File: config.mk
export PLATFORM = sky130hd
export DESIGN_NAME = tilemap_pixel_shifter_flat
export DESIGN_NICKNAME = d
export VERILOG_FILES = /design/src/rtl/tilemap_pixel_shifter_if.sv /design/src/rtl/tilemap_pixel_shifter.sv /design/src/flat_wrapper.sv
export SDC_FILE = /design/constraint.sdc
export NUM_CORES = 1
export LEC_CHECK = 0
export ABC_AREA = 1
export BUFFER_PORTS_ARGS = -buffer_cell sky130_fd_sc_hd__buf_4
export CORE_ASPECT_RATIO = 0.9
export CORE_MARGIN = 4
export CORE_UTILIZATION = 42
export CTS_BUF_LIST = sky130_fd_sc_hd__clkbuf_4 sky130_fd_sc_hd__clkbuf_8 sky130_fd_sc_hd__clkbuf_16
export CTS_CLUSTER_SIZE = 8
export DETAILED_ROUTE_END_ITERATION = 10
export PLACE_DENSITY = 0.59
export SLEW_MARGIN = 5
export SYNTH_ARGS = -nofsm -noshare
export SYNTH_HDL_FRONTEND = slang
export SYNTH_SLANG_ARGS = --single-unit
File: constraint.sdc
create_clock -name i_EMU_MCLK -period 12.35 [get_ports i_EMU_MCLK]
set_clock_uncertainty 0.15 [all_clocks]
set_input_delay 0.6175 -clock i_EMU_MCLK [delete_from_list [all_inputs] [get_ports i_EMU_MCLK]]
set_output_delay 0.6175 -clock i_EMU_MCLK [all_outputs]
set_load 0.05 [all_outputs]
File: src/rtl/tilemap_pixel_shifter_if.sv
// Shared bus between the tilemap generator/fetch side and the pixel shifter.
interface tilemap_pixel_shifter_if;
   logic        i_EMU_CLK6MPCEN_n;
   logic        i_ABS_4H;
   logic        i_ABS_2H;
   logic        i_ABS_1H;
   logic        i_HFLIP;
   logic [7:0]  i_TILEATTR;
   logic [31:0] i_CHARDATA;
   logic        i_SHIFTA1;
   logic        i_SHIFTA2;
   logic        i_SHIFTB;
   logic [3:0]  o_TMA_PIXEL;
   logic [3:0]  o_TMB_PIXEL;
   logic [6:0]  o_TMA_COLOR;
   logic [6:0]  o_TMB_COLOR;
   logic        o_TMA_OPAQUE;
   logic        o_TMB_OPAQUE;

   modport master (
      output i_EMU_CLK6MPCEN_n, i_ABS_4H, i_ABS_2H, i_ABS_1H, i_HFLIP, i_TILEATTR,
             i_CHARDATA, i_SHIFTA1, i_SHIFTA2, i_SHIFTB,
      input  o_TMA_PIXEL, o_TMB_PIXEL, o_TMA_COLOR, o_TMB_COLOR, o_TMA_OPAQUE, o_TMB_OPAQUE
   );

   modport slave (
      input  i_EMU_CLK6MPCEN_n, i_ABS_4H, i_ABS_2H, i_ABS_1H, i_HFLIP, i_TILEATTR,
             i_CHARDATA, i_SHIFTA1, i_SHIFTA2, i_SHIFTB,
      output o_TMA_PIXEL, o_TMB_PIXEL, o_TMA_COLOR, o_TMB_COLOR, o_TMA_OPAQUE, o_TMB_OPAQUE
   );
endinterface

File: src/rtl/tilemap_pixel_shifter.sv
// Captures tile attribute/line data for layers A and B at fixed pixel phases and shifts
// pixels out head-first on each pixel clock enable; strobes reload the shifters.
module tilemap_pixel_shifter (
   input  logic                   i_EMU_MCLK,
   input  logic                   i_EMU_RST,
   tilemap_pixel_shifter_if.slave bus_io
);
   logic        ce;
   logic [2:0]  phase;
   logic [7:0]  attr_a_q, attr_a_d, attr_b_q, attr_b_d;
   logic [31:0] char_a_q, char_a_d, char_b_q, char_b_d;
   logic [31:0] stg_data_q, stg_data_d;
   logic [6:0]  stg_pal_q, stg_pal_d;
   logic [31:0] sr_a_q, sr_a_d, sr_b_q, sr_b_d;
   logic [6:0]  col_a_q, col_a_d, col_b_q, col_b_d;

   function automatic logic [31:0] nibble_reverse(input logic [31:0] d);
      logic [31:0] r;
      r = '0;
      for (int i = 0; i < 8; i++) r[4*i +: 4] = d[4*(7-i) +: 4];
      return r;
   endfunction

   assign ce    = ~bus_io.i_EMU_CLK6MPCEN_n;
   assign phase = {bus_io.i_ABS_4H, bus_io.i_ABS_2H, bus_io.i_ABS_1H};

   always_comb begin
      attr_a_d   = attr_a_q;
      attr_b_d   = attr_b_q;
      char_a_d   = char_a_q;
      char_b_d   = char_b_q;
      stg_data_d = stg_data_q;
      stg_pal_d  = stg_pal_q;
      sr_a_d     = sr_a_q;
      sr_b_d     = sr_b_q;
      col_a_d    = col_a_q;
      col_b_d    = col_b_q;
      if (ce) begin
         // Strobes read pre-edge latch contents, so a same-edge capture never leaks through.
         sr_a_d = {sr_a_q[27:0], 4'h0};
         if (!bus_io.i_SHIFTA1) begin
            sr_a_d  = stg_data_q;
            col_a_d = stg_pal_q;
         end
         if (!bus_io.i_SHIFTA2) begin
            stg_data_d = char_a_q;
            stg_pal_d  = attr_a_q[6:0];
         end
         sr_b_d = {sr_b_q[27:0], 4'h0};
         if (!bus_io.i_SHIFTB) begin
            sr_b_d  = char_b_q;
            col_b_d = attr_b_q[6:0];
         end
         // Flip is resolved once at char capture so the shifter always runs head-first.
         case (phase)
            3'd3: attr_a_d = bus_io.i_TILEATTR;
            3'd5: char_a_d = (attr_a_q[7] ^ bus_io.i_HFLIP) ? nibble_reverse(bus_io.i_CHARDATA)
                                                           : bus_io.i_CHARDATA;
            3'd7: attr_b_d = bus_io.i_TILEATTR;
            3'd1: char_b_d = (attr_b_q[7] ^ bus_io.i_HFLIP) ? nibble_reverse(bus_io.i_CHARDATA)
                                                           : bus_io.i_CHARDATA;
            default: ;
         endcase
      end
   end

   always_ff @(posedge i_EMU_MCLK or posedge i_EMU_RST) begin
      if (i_EMU_RST) begin
         attr_a_q   <= '0;
         attr_b_q   <= '0;
         char_a_q   <= '0;
         char_b_q   <= '0;
         stg_data_q <= '0;
         stg_pal_q  <= '0;
         sr_a_q     <= '0;
         sr_b_q     <= '0;
         col_a_q    <= '0;
         col_b_q    <= '0;
      end else begin
         attr_a_q   <= attr_a_d;
         attr_b_q   <= attr_b_d;
         char_a_q   <= char_a_d;
         char_b_q   <= char_b_d;
         stg_data_q <= stg_data_d;
         stg_pal_q  <= stg_pal_d;
         sr_a_q     <= sr_a_d;
         sr_b_q     <= sr_b_d;
         col_a_q    <= col_a_d;
         col_b_q    <= col_b_d;
      end
   end

   assign bus_io.o_TMA_PIXEL  = sr_a_q[31:28];
   assign bus_io.o_TMB_PIXEL  = sr_b_q[31:28];
   assign bus_io.o_TMA_COLOR  = col_a_q;
   assign bus_io.o_TMB_COLOR  = col_b_q;
   assign bus_io.o_TMA_OPAQUE = |sr_a_q[31:28];
   assign bus_io.o_TMB_OPAQUE = |sr_b_q[31:28];
endmodule

File: src/flat_wrapper.sv
// flat-port wrapper written by rule: the top's interface ports become plain ports
module tilemap_pixel_shifter_flat 
  (i_EMU_MCLK, i_EMU_RST, bus_io_i_EMU_CLK6MPCEN_n, bus_io_i_ABS_4H, bus_io_i_ABS_2H, bus_io_i_ABS_1H, bus_io_i_HFLIP, bus_io_i_TILEATTR, bus_io_i_CHARDATA, bus_io_i_SHIFTA1, bus_io_i_SHIFTA2, bus_io_i_SHIFTB, bus_io_o_TMA_PIXEL, bus_io_o_TMB_PIXEL, bus_io_o_TMA_COLOR, bus_io_o_TMB_COLOR, bus_io_o_TMA_OPAQUE, bus_io_o_TMB_OPAQUE);
  tilemap_pixel_shifter_if bus_io_i ();
  input  logic i_EMU_MCLK;
  input  logic i_EMU_RST;
  input wire logic [$bits(bus_io_i.i_EMU_CLK6MPCEN_n)-1:0] bus_io_i_EMU_CLK6MPCEN_n;
  input wire logic [$bits(bus_io_i.i_ABS_4H)-1:0] bus_io_i_ABS_4H;
  input wire logic [$bits(bus_io_i.i_ABS_2H)-1:0] bus_io_i_ABS_2H;
  input wire logic [$bits(bus_io_i.i_ABS_1H)-1:0] bus_io_i_ABS_1H;
  input wire logic [$bits(bus_io_i.i_HFLIP)-1:0] bus_io_i_HFLIP;
  input wire logic [$bits(bus_io_i.i_TILEATTR)-1:0] bus_io_i_TILEATTR;
  input wire logic [$bits(bus_io_i.i_CHARDATA)-1:0] bus_io_i_CHARDATA;
  input wire logic [$bits(bus_io_i.i_SHIFTA1)-1:0] bus_io_i_SHIFTA1;
  input wire logic [$bits(bus_io_i.i_SHIFTA2)-1:0] bus_io_i_SHIFTA2;
  input wire logic [$bits(bus_io_i.i_SHIFTB)-1:0] bus_io_i_SHIFTB;
  output wire logic [$bits(bus_io_i.o_TMA_PIXEL)-1:0] bus_io_o_TMA_PIXEL;
  output wire logic [$bits(bus_io_i.o_TMB_PIXEL)-1:0] bus_io_o_TMB_PIXEL;
  output wire logic [$bits(bus_io_i.o_TMA_COLOR)-1:0] bus_io_o_TMA_COLOR;
  output wire logic [$bits(bus_io_i.o_TMB_COLOR)-1:0] bus_io_o_TMB_COLOR;
  output wire logic [$bits(bus_io_i.o_TMA_OPAQUE)-1:0] bus_io_o_TMA_OPAQUE;
  output wire logic [$bits(bus_io_i.o_TMB_OPAQUE)-1:0] bus_io_o_TMB_OPAQUE;
  assign bus_io_i.i_EMU_CLK6MPCEN_n = bus_io_i_EMU_CLK6MPCEN_n;
  assign bus_io_i.i_ABS_4H = bus_io_i_ABS_4H;
  assign bus_io_i.i_ABS_2H = bus_io_i_ABS_2H;
  assign bus_io_i.i_ABS_1H = bus_io_i_ABS_1H;
  assign bus_io_i.i_HFLIP = bus_io_i_HFLIP;
  assign bus_io_i.i_TILEATTR = bus_io_i_TILEATTR;
  assign bus_io_i.i_CHARDATA = bus_io_i_CHARDATA;
  assign bus_io_i.i_SHIFTA1 = bus_io_i_SHIFTA1;
  assign bus_io_i.i_SHIFTA2 = bus_io_i_SHIFTA2;
  assign bus_io_i.i_SHIFTB = bus_io_i_SHIFTB;
  assign bus_io_o_TMA_PIXEL = bus_io_i.o_TMA_PIXEL;
  assign bus_io_o_TMB_PIXEL = bus_io_i.o_TMB_PIXEL;
  assign bus_io_o_TMA_COLOR = bus_io_i.o_TMA_COLOR;
  assign bus_io_o_TMB_COLOR = bus_io_i.o_TMB_COLOR;
  assign bus_io_o_TMA_OPAQUE = bus_io_i.o_TMA_OPAQUE;
  assign bus_io_o_TMB_OPAQUE = bus_io_i.o_TMB_OPAQUE;
  tilemap_pixel_shifter u_core (.i_EMU_MCLK(i_EMU_MCLK), .i_EMU_RST(i_EMU_RST), .bus_io(bus_io_i));
endmodule
==> flow_metrics.tcl <==
set metrics [dict create \
    status "completed" \
    rsz0062_at_grt "no" \
    via_per_inst 5.077 \
    fin_hold_ws_ps 228.3 \
    syn_area_sq_um 9110 \
    crit_path_start_kind "primary input" \
    routed_wl_mm 22.66 \
    grt_pass1_vias 7211 \
    drive_gt1_frac 0.1024 \
    die_h_microns 147.7 \
    mostFrequentLayoutCells "nand2_1, dfrtp_1, nand3_1" \
    slowest_delay_ps 710 \
    wl_per_cell_microns 15.65 \
    yosysSeqAreaShare 0.5411 \
    design_area_sq_um 10210 \
    fmax_mhz 324.7 \
    crit_fanout 93 \
    htreeDepth 4 \
    min_path_type "in2async" \
    r2r_start "u_core.attr_b_q[7]" \
    worstMarginPinSlew_ps 1239 \
    ys_warn_count 0 \
    powerDensity_nw_per_um2 172.0 \
    synth_nets 1186 \
    end_kind "register" \
    die-area_sq_um 24110 \
    cts_tree "yes" \
    core_sq_um 21080 \
    worstSkewPairLatency_ps 430 \
    crit_required_ps 12520 \
    setup_tns_ps 0 \
    dr.pass1.iters 5 \
    maxCapViolations 0 \
    rows 50 \
    io_pins 74 \
    gp_congestion 0.7927 \
    grt_max_degree 135 \
    postRouteAntennaNets 0 \
    final_common_cell "nand2_1" \
    antenna_found_initial 0 \
    routed-via-count 7351 \
    rr_worst_depth 5 \
    hpwl_mm 14.15 \
    cts_post_setup_buffers_inserted 0 \
    cts_resized 0 \
    ir_worst_vdd_uv 114.3 \
    postSynthCellCount 1136 \
    overflow 0 \
    crit_arrival_ps 3250 \
    grt_usage 0.1933 \
    crit_type "in2reg" \
    cts_max_path_buffers 2 \
    syn_area_per_cell_sq_um 8.019 \
    final_hold_viol_count 0 \
    drc 0 \
    setup_viol 0 \
    clockRootBuffer "clkbuf_16" \
    slowest_stage "buf_4" \
    syn_to_final_growth_pct 12.03 \
    cts_sinks 197 \
    first_iter_violations 656 \
    final_util 0.4841 \
    critPathLaunch "bus_io_i_EMU_CLK6MPCEN_n" \
    grt_pass1_wl_mm 38.00 \
    dpl-instance-area_sq_um 9628 \
    period_share 0.2494 \
    crit_chain "buf_4, inv_2, buf_4, nand2_2, nor2_4, inv_2, nand2_1, nand2_1" \
    n_antenna_cell 0 \
    leakagePower_nw 5.259 \
    die_x_microns 163.2 \
    relSlewSlack 0.1720 \
    min_period_ps 3080 \
    holdBufCountCts 0 \
    fillerInstances 2106 \
    ys_seq_elements 197 \
    numCtsBuffers 17 \
    initial_utilization 0.4321 \
    ys_types 19 \
    io_buffers 73 \
    clkSlewWorstSetupHoldPaths_ps 80 \
    final_max_slew_viol_count 0 \
    final_net_count 1199 \
]
==> state kept, by name, indices dropped and copies added (netlist names) <==
name                       cells
u_core.char_a_q               32
u_core.char_b_q               32
u_core.sr_a_q                 32
u_core.sr_b_q                 32
u_core.stg_data_q             32
u_core.attr_a_q                8
u_core.attr_b_q                8
u_core.bus_io.o_TMA_COLOR      7
u_core.bus_io.o_TMB_COLOR      7
u_core.stg_pal_q               7
==> layout make-up <==
class,count,area [sq um],share of cell area
inverters,120,457.9,0.04487
repair buffers,77,578.1,0.05664
clock inverters,12,117.6,0.01152
well taps,286,357.8,0.03506
flip-flops and latches,197,4930,0.4830
multi-input cells,736,3304,0.3238
clock buffers,20,460.4,0.04511
==> Yosys cell counts (all sizes together) <==
library cell	count	area share
buf	56	0.036
nor2	5	0.0037
o211ai	28	0.023
nand4	2	0.0014
clkbuf	27	0.011
dfrtp	197	0.54
o21ai	130	0.071
nand2	378	0.16
nand3	193	0.11
inv	120	0.049
==> metal layers <==
layer,global-route usage,vias to the layer above,share of wire
met4,0.04822,0,0.014
met1,0.2883,3501,0.49
li1,-,3654,-
met3,0.04656,30,0.048
met5,0,-,0
met2,0.2842,166,0.45
==> cell families after synthesis <==
kind of cell | count (synthesis) | share of synthesized area
AOI/OAI and AO/OA | 158 | 0.09449
and+or+nand+nor | 578 | 0.2677
buffers and inverters | 203 | 0.09669
DFF | 197 | 0.5411
==> where the power goes <==
group | switching [mW] | total, mW | internal, mW
Clock | 0.260 | 0.556 | 0.296
Combinational | 0.244 | 0.360 | 0.116
Sequential | 0.0659 | 0.839 | 0.773
Total | 0.571 | 1.76 | 1.18
==> worst paths after layout <==
check,end,slack (ps)
min reg2reg,u_core.bus_io.o_TMB_COLOR[5],330
max,u_core.char_a_q[29],9270
max in group asynchronous,u_core.char_a_q[26],10410
min,u_core.sr_b_q[12],230
max reg2reg,u_core.char_b_q[11],10380
min in group i_EMU_MCLK,u_core.attr_a_q[1],310
==> critical path: cells and delay by family <==
kind,cells,cell delay (ps)
buf+inv,4,1580
simple gates,4,1020
==> through the flow <==
step / cells / power [mW] / setup slack, ps
after global placement: 1416 / 1.205 / 8827
after detailed placement: 1416 / 1.213 / 8793
after CTS: 1448 / 1.771 / 9246
after floorplan: 1136 / 1.107 / 6214
final: 1448 / 1.756 / 9270
after global routing: 1448 / 1.860 / 9033
Note: power is estimated with default switching activity, not from simulation.
